--- config.mk ---
export PLATFORM = sky130hd
export DESIGN_NAME = simpsons_door_arbiter
export DESIGN_NICKNAME = d
export VERILOG_FILES = /design/src/rtl/simpsons_door_arbiter.sv
export SDC_FILE = /design/constraint.sdc
export NUM_CORES = 1
export LEC_CHECK = 0
export CAP_MARGIN = 10
export CORE_MARGIN = 4
export CORE_UTILIZATION = 55
export CTS_BUF_LIST = sky130_fd_sc_hd__clkbuf_2
export DETAILED_ROUTE_END_ITERATION = 6
export GPL_ROUTABILITY_DRIVEN = 0
export PLACE_DENSITY = 0.82
export SLEW_MARGIN = 15
export SYNTH_ARGS = -nofsm -noshare
export SYNTH_HDL_FRONTEND = slang
export SYNTH_SLANG_ARGS = --single-unit
--- constraint.sdc ---
create_clock -name CLK -period 2.1 [get_ports CLK]
set_clock_uncertainty 0.05 [all_clocks]
set_input_delay 0.21 -clock CLK [delete_from_list [all_inputs] [get_ports CLK]]
set_output_delay 0.21 -clock CLK [all_outputs]
set_load 0.005 [all_outputs]
--- src/rtl/simpsons_door_arbiter.sv ---
// Door-access arbiter: round-robin grants the doorway to Bart or Homer, checks the
// G[1:0] beam pattern of the pass and keeps a per-person occupancy record.
module simpsons_door_arbiter #(
  parameter int unsigned TIMEOUT = 50,
  parameter int unsigned CNT_W   = 8
) (
  input  logic       CLK,
  input  logic       RESET_N,
  input  logic [1:0] REQ,
  input  logic [1:0] DIR,
  input  logic [1:0] G,
  output logic [1:0] GRANT,
  output logic       UNLOCK,
  output logic       DONE,
  output logic       ERR,
  output logic [1:0] OCC,
  output logic [1:0] LEVEL
);

  typedef enum logic [2:0] {StIdle, StGranted, StPass, StDone, StAbort} state_e;

  localparam logic [CNT_W-1:0] TimeoutCnt = CNT_W'(TIMEOUT);

  state_e           state_q, state_d;
  logic [1:0]       grant_q, grant_d;
  logic             who_q, who_d;     // 0 = Bart, 1 = Homer
  logic             dir_q, dir_d;     // 1 = enter, 0 = exit
  logic             ptr_q, ptr_d;     // requester favoured on a tie
  logic [CNT_W-1:0] cnt_q, cnt_d;
  logic             bad_q, bad_d;     // first nonzero beam value was illegal
  logic             hit_q, hit_d;     // Homer pass has seen the low beam
  logic [1:0]       occ_q, occ_d;

  logic [1:0] elig;
  logic       pick;
  logic       timeout;
  logic       go_done;
  logic       go_abort;

  // Eligibility masking and tie-break selection
  always_comb begin
    elig    = REQ & (DIR ^ occ_q);  // enter only if outside, exit only if inside
    pick    = (elig == 2'b11) ? ptr_q : elig[1];
    timeout = (cnt_q == TimeoutCnt);
  end

  // Next-state logic for the door FSM and its bookkeeping
  always_comb begin
    state_d  = state_q;
    grant_d  = grant_q;
    who_d    = who_q;
    dir_d    = dir_q;
    ptr_d    = ptr_q;
    cnt_d    = cnt_q;
    bad_d    = bad_q;
    hit_d    = hit_q;
    occ_d    = occ_q;
    go_done  = 1'b0;
    go_abort = 1'b0;

    unique case (state_q)
      // DONE/ABORT re-arbitrate so the next grant can follow after a 1-cycle gap
      StIdle, StDone, StAbort: begin
        state_d = StIdle;
        grant_d = 2'b00;
        if ((|elig) && (G == 2'b00)) begin
          state_d = StGranted;
          who_d   = pick;
          dir_d   = DIR[pick];
          grant_d = pick ? 2'b10 : 2'b01;
          cnt_d   = '0;
        end
      end
      StGranted: begin
        cnt_d = cnt_q + 1'b1;
        if (timeout) begin
          go_abort = 1'b1;
        end else if (G == 2'b00) begin
          if (!REQ[who_q]) begin
            state_d = StIdle;
            grant_d = 2'b00;
          end
        end else begin
          state_d = StPass;
          hit_d   = 1'b0;
          bad_d   = who_q ? (G != 2'b10) : (G != 2'b01);
        end
      end
      StPass: begin
        cnt_d = cnt_q + 1'b1;
        if (timeout || bad_q) begin
          go_abort = 1'b1;
        end else if (!who_q) begin
          if (G[1]) go_abort = 1'b1;
          else if (G == 2'b00) go_done = 1'b1;
        end else begin
          if (G == 2'b00) begin
            if (hit_q) go_done = 1'b1;
            else go_abort = 1'b1;
          end else if (G[0]) begin
            hit_d = 1'b1;
          end
        end
      end
      default: begin
        state_d = StIdle;
        grant_d = 2'b00;
      end
    endcase

    if (go_done) begin
      state_d       = StDone;
      grant_d       = 2'b00;
      ptr_d         = ~who_q;
      occ_d[who_q]  = dir_q;
    end
    if (go_abort) begin
      state_d = StAbort;
      grant_d = 2'b00;
      ptr_d   = ~who_q;
    end
  end

  // State and record registers
  always_ff @(posedge CLK or negedge RESET_N) begin
    if (!RESET_N) begin
      state_q <= StIdle;
      grant_q <= 2'b00;
      who_q   <= 1'b0;
      dir_q   <= 1'b0;
      ptr_q   <= 1'b0;
      cnt_q   <= '0;
      bad_q   <= 1'b0;
      hit_q   <= 1'b0;
      occ_q   <= 2'b00;
    end else begin
      state_q <= state_d;
      grant_q <= grant_d;
      who_q   <= who_d;
      dir_q   <= dir_d;
      ptr_q   <= ptr_d;
      cnt_q   <= cnt_d;
      bad_q   <= bad_d;
      hit_q   <= hit_d;
      occ_q   <= occ_d;
    end
  end

  // Output decode
  always_comb begin
    GRANT  = grant_q;
    UNLOCK = |grant_q;
    DONE   = (state_q == StDone);
    ERR    = (state_q == StAbort);
    OCC    = occ_q;
    LEVEL  = {1'b0, occ_q[0]} + {1'b0, occ_q[1]};
  end

endmodule

### Word-level counts from Yosys, hierarchy flattened

Cells that the tools add are included.

| word-level totals | value |
|---|---|
| flip-flop bits (word level) | 20 |
| input port bits | 8 |
| output and inout port bits | 9 |
| word-level logic and storage cells | 106 |

| cells by class | value |
|---|---|
| add/subtract/negate cells | 2 |
| $lt $le $gt $ge | 3 |
| eq/ne operators | 20 |
| multiplexer cells | 49 |
| bitwise operators | 5 |
| reduce and logical (&&, ||, !) cells | 18 |

Operators with widths:

| cell | count |
|---|---|
| 2-to-1 mux 1 bit | 29 |
| != test 2 bit (second input constant) | 8 |
| one-hot mux 8 bit (2 select lines) | 1 |
| 2-to-1 mux 3 bit | 5 |
| 2-to-1 mux 2 bit | 7 |
| != test 4 bit (second input constant) | 3 |
| one-hot mux 3 bit (3 select lines) | 1 |
| adder 8 x 1 -> 8 bit (second input constant) | 1 |
| == test 8 x 6 -> 1 bit (second input constant) | 1 |
| 2-to-1 mux 8 bit | 1 |
| AND reduction 7 bit | 1 |
| == test 3 x 2 -> 1 bit (second input constant) | 2 |
| one-hot mux 2 bit (3 select lines) | 1 |
| AND reduction 3 bit | 2 |
| nonzero test 2 bit | 3 |
| OR reduction 2 bit | 3 |
| != test 5 bit (second input constant) | 1 |
| less-than comparator 1 x 2 -> 1 bit (second input constant) | 2 |
| one-hot mux 1 bit (2 select lines) | 2 |
| AND reduction 2 bit | 2 |
| AND reduction 4 bit | 1 |
| == test 3 x 1 -> 1 bit (second input constant) | 1 |
| == test 3 bit (second input constant) | 1 |
| logical NOT 3 bit | 1 |
| other kinds (14) | 17 |

### Depth between registers and ports, before layout

| logic depth | value |
|---|---|
| word-level depth | 9 |
| gate-level depth with buffers | 7 |
| mapped depth without buffers | 7 |

### Least setup slack after synthesis

No wires, ideal clock.

| path | value |
|---|---|
| kind | register to register |
| from | reg cnt_q[0] |
| to | reg occ_q[0] (netlist: OCC[0]) |
| library setup time | 0.125 ns |
| arrival | 1.780 ns |
| required time | 1.925 ns |
| path slack | 0.145 ns |
| stages on the path, launching flop included | 8 |
| buffers on the path | 0 |
| period minus slack after synthesis | 1.955 ns |
| cells stage by stage | dfrtp_1 inv_1 ha_1 or3b_1 or4_4 nand2_4 nor3_2 mux2_4 |

| between the ends | value |
|---|---|
| word-level cells in the longest chain between the ends | 4 |

Ends and longest elaborated chain:

| element | line | text |
|---|---|---|
| from (decl) | 29 | `logic [CNT_W-1:0] cnt_q, cnt_d;` |
| from (signal assigned) | 142 | `cnt_q <= cnt_d;` |
| == test 8 x 6 -> 1 bit | 44 | `timeout = (cnt_q == TimeoutCnt);` |
| logical OR 1 bit | 91 | `if (timeout \|\| bad_q) begin` |
| 2-to-1 mux 1 bit | 91 |  |
| 2-to-1 mux 1 bit | 61 | `unique case (state_q)` |
| to (signal assigned) | 135 | `occ_q <= 2'b00;` |
| to (signal assigned) | 145 | `occ_q <= occ_d;` |
| to (decl) | 32 | `logic [1:0] occ_q, occ_d;` |

No other way between the ends.
A chain may end at the register's enable or synchronous reset.

### Worst setup path after layout

Same ends and word-level chain as after synthesis.

==> flow_summary.json <==
{
  "worst_pin_slew_ps": 558,
  "maxCapViolations": 0,
  "slew_viol_final": 0,
  "n_fill_cell": 150,
  "design_area_sq_mm": 0.00141,
  "finalSetupViolCount": 0,
  "dp.cells": 163,
  "cts_tree": "built",
  "hold_buffers": 0,
  "synth_area_leaders": "dfrtp_1 (43%), xor2_1 (3.7%), nor2_1 (3.5%), ha_1 (3.2%), nand3_1 (3.0%)",
  "place_hpwl_microns": 1950,
  "io_buffers": 16,
  "r2r_cells": 7,
  "hp-class": "in2async",
  "diodes": 0,
  "die_w_microns": 54.1,
  "rows": 16,
  "synth_top_cell_area_share_pct": 42.7,
  "grt_pass1_vias": 980,
  "layout.nets": 152,
  "worstSetupStartpointType": "register",
  "synth_top_area_cell": "dfrtp_1",
  "synth.most_common_cell": "dfrtp_1",
  "drtAntennaViolNets": 0,
  "fin_crit_sh_pct": 97.9,
  "synth-seq-cells": 20,
  "placed_cell_area_sq_mm": 0.00138,
  "path_class": "reg2reg",
  "overflow": 0,
  "crit_path_end_kind": "register",
  "die_h_microns": 54.1,
  "yosysWarnings": 0,
  "async_flop_share_pct": 100,
  "cp.required_ps": 2270,
  "grt_max_degree": 21,
  "synth_top_flop_cell": "dfrtp_1",
  "core_sq_mm": 0.00200,
  "synth_edf_count": 0,
  "rsz0062_at_grt": "true",
  "worst_slack_ps": 43.7,
  "ys_seq_area_share_pct": 42.7,
  "cp.arrival_ps": 2230,
  "grt_antenna_before_repair": 0,
  "drive_gt1_share_pct": 17.3,
  "r2r_setup_slack_ps": 40,
  "avgViaCountPerCell": 5.81,
  "cts_buffer_depth": 2,
  "area_growth_pct": 20.2,
  "power_density_mw_per_mm2": 1090,
  "vias": 965,
  "cts_root_buf": "clkbuf_2",
  "max-vdd-ir-drop_uv": 814,
  "synthTopCellsByCount": "dfrtp_1 (20), nor2_1 (11), nand2_1 (8)",
  "drtPass1Iterations": 5,
  "die-area_sq_mm": 0.00293,
  "rr_startpoint": "cnt_q[0]",
  "start_util_pct": 58.5,
  "post-cts-setup-buffers": 0,
  "io_pins": 17,
  "path_clk_slew_ps": 180,
  "ys_types": 43,
  "syn_area_sq_mm": 0.00117,
  "max_freq_ghz": 0.486,
  "drc": 0,
  "syn_avg_cell_area_sq_um": 9.92,
  "htree_num_levels": 1,
  "p_leak_nw": 0.606,
  "synth_nets": 129,
  "slew_headroom_pct": 62.4,
  "path_max_fanout": 3,
  "status": "finished, final reports clean",
  "totalWireLength_microns": 2530,
  "track_usage_pct": 20.1,
  "clk_latency_ps": 310,
  "grt_pass1_wl_microns": 4230,
  "timing.final.crit_period_ps": 2060,
  "power_mw": 1.54,
  "numCtsBuffers": 3,
  "cts-resized-gates": 0,
  "drt_iter0_drc": 22,
  "final_util_pct": 70.3,
  "wl_per_cell_microns": 15.3,
  "r2r-end": "OCC[0]",
  "fin_cells": 166,
  "syn_inst": 118,
  "clkSinkCount": 20,
  "hold_violations": 0,
  "dp_slack_ps": 44.0
}
-- worst max-delay path: stages (launching register included) --
cell and delay [ps]:
dfrtp_1 410, inv_1 60, ha_1 140, or3b_4 380, or4_4 470, nand2_4 110, nor3_2 50, mux2_4 310
-- routing by layer --
| metal | global-route usage (%) | share of wire (%) | up-vias |
|---|---|---|---|
| li1 | - | - | 466 |
| met1 | 23.4 | 41 | 471 |
| met2 | 33.3 | 53 | 20 |
| met3 | 4.43 | 4.3 | 8 |
| met4 | 12.0 | 1.9 | 0 |
| met5 | 0 | 0 | - |
-- sequential cells by signal (all words and copies together) (netlist names) --
register  count
bad_q         1
ptr_q         1
state_q       3
cnt_q         8
GRANT         2
dir_q         1
OCC           2
hit_q         1
who_q         1
-- cell type report --
cell class	count	area (sq um)	share of cell area, %
timing repair buffer	20	190	13.5
clock buffer	3	15.0	1.07
multi-input combinational	90	646	45.9
inverter	6	22.5	1.60
tap	27	33.8	2.40
sequential	20	500	35.6
-- power breakdown --
group	total (mW)	switching [mW]	internal, mW
combinational	0.701	0.336	0.365
clock	0.150	0.111	0.0389
sequential	0.687	0.171	0.516
total	1.54	0.618	0.920
-- through the flow --
step | setup TNS (ps) | hold slack [ps]
final | 0 | 160
after global routing | -11.1 | 157
after CTS | 0 | 157
after detailed placement | 0 | 479
after global placement | 0 | 470
after floorplan | 0 | -136
-- cells in the final DEF (no fill, tap or decap), types with 2 or more instances in the layout --
master,instances
a31oi_1,2
nor3_2,2
nand2_1,8
ha_1,3
clkbuf_2,3
nor2_1,11
or2_2,2
xnor2_1,4
clkdlybuf4s50_1,16
mux2_4,2
o21ai_0,6
inv_1,6
nand3_1,7
a21oi_1,5
dfrtp_1,20
buf_4,4
xor2_1,5
and2_1,2
a311oi_1,2
nor3_1,2
-- worst max-delay path by stage --
stage                         from  cells after the start  endpoint  slack (ps)
after global routing      cnt_q[0]                      7    OCC[0]         -10
after floorplan           cnt_q[0]                      7    OCC[0]         150
after CTS                 cnt_q[0]                      7    OCC[0]          60
final                     cnt_q[0]                      7    OCC[0]          40
after detailed placement      G[1]                      6    OCC[0]          40
after global placement        G[0]                      6    OCC[0]         100
-- logic make-up (layout without fill, tap and decap cells) --
group,Yosys count,after routing,share of synthesized area [%]
and+or+nand+nor,48,48,23.4
adders and majority gates,3,3,3.21
AOI/OAI and AO/OA,26,26,16.3
buffers and inverters,8,29,3.20
DFF,20,20,42.7
xor gates and xnor gates,9,9,6.73
muxes,4,4,4.38
Power figures use the tool's default switching activity.
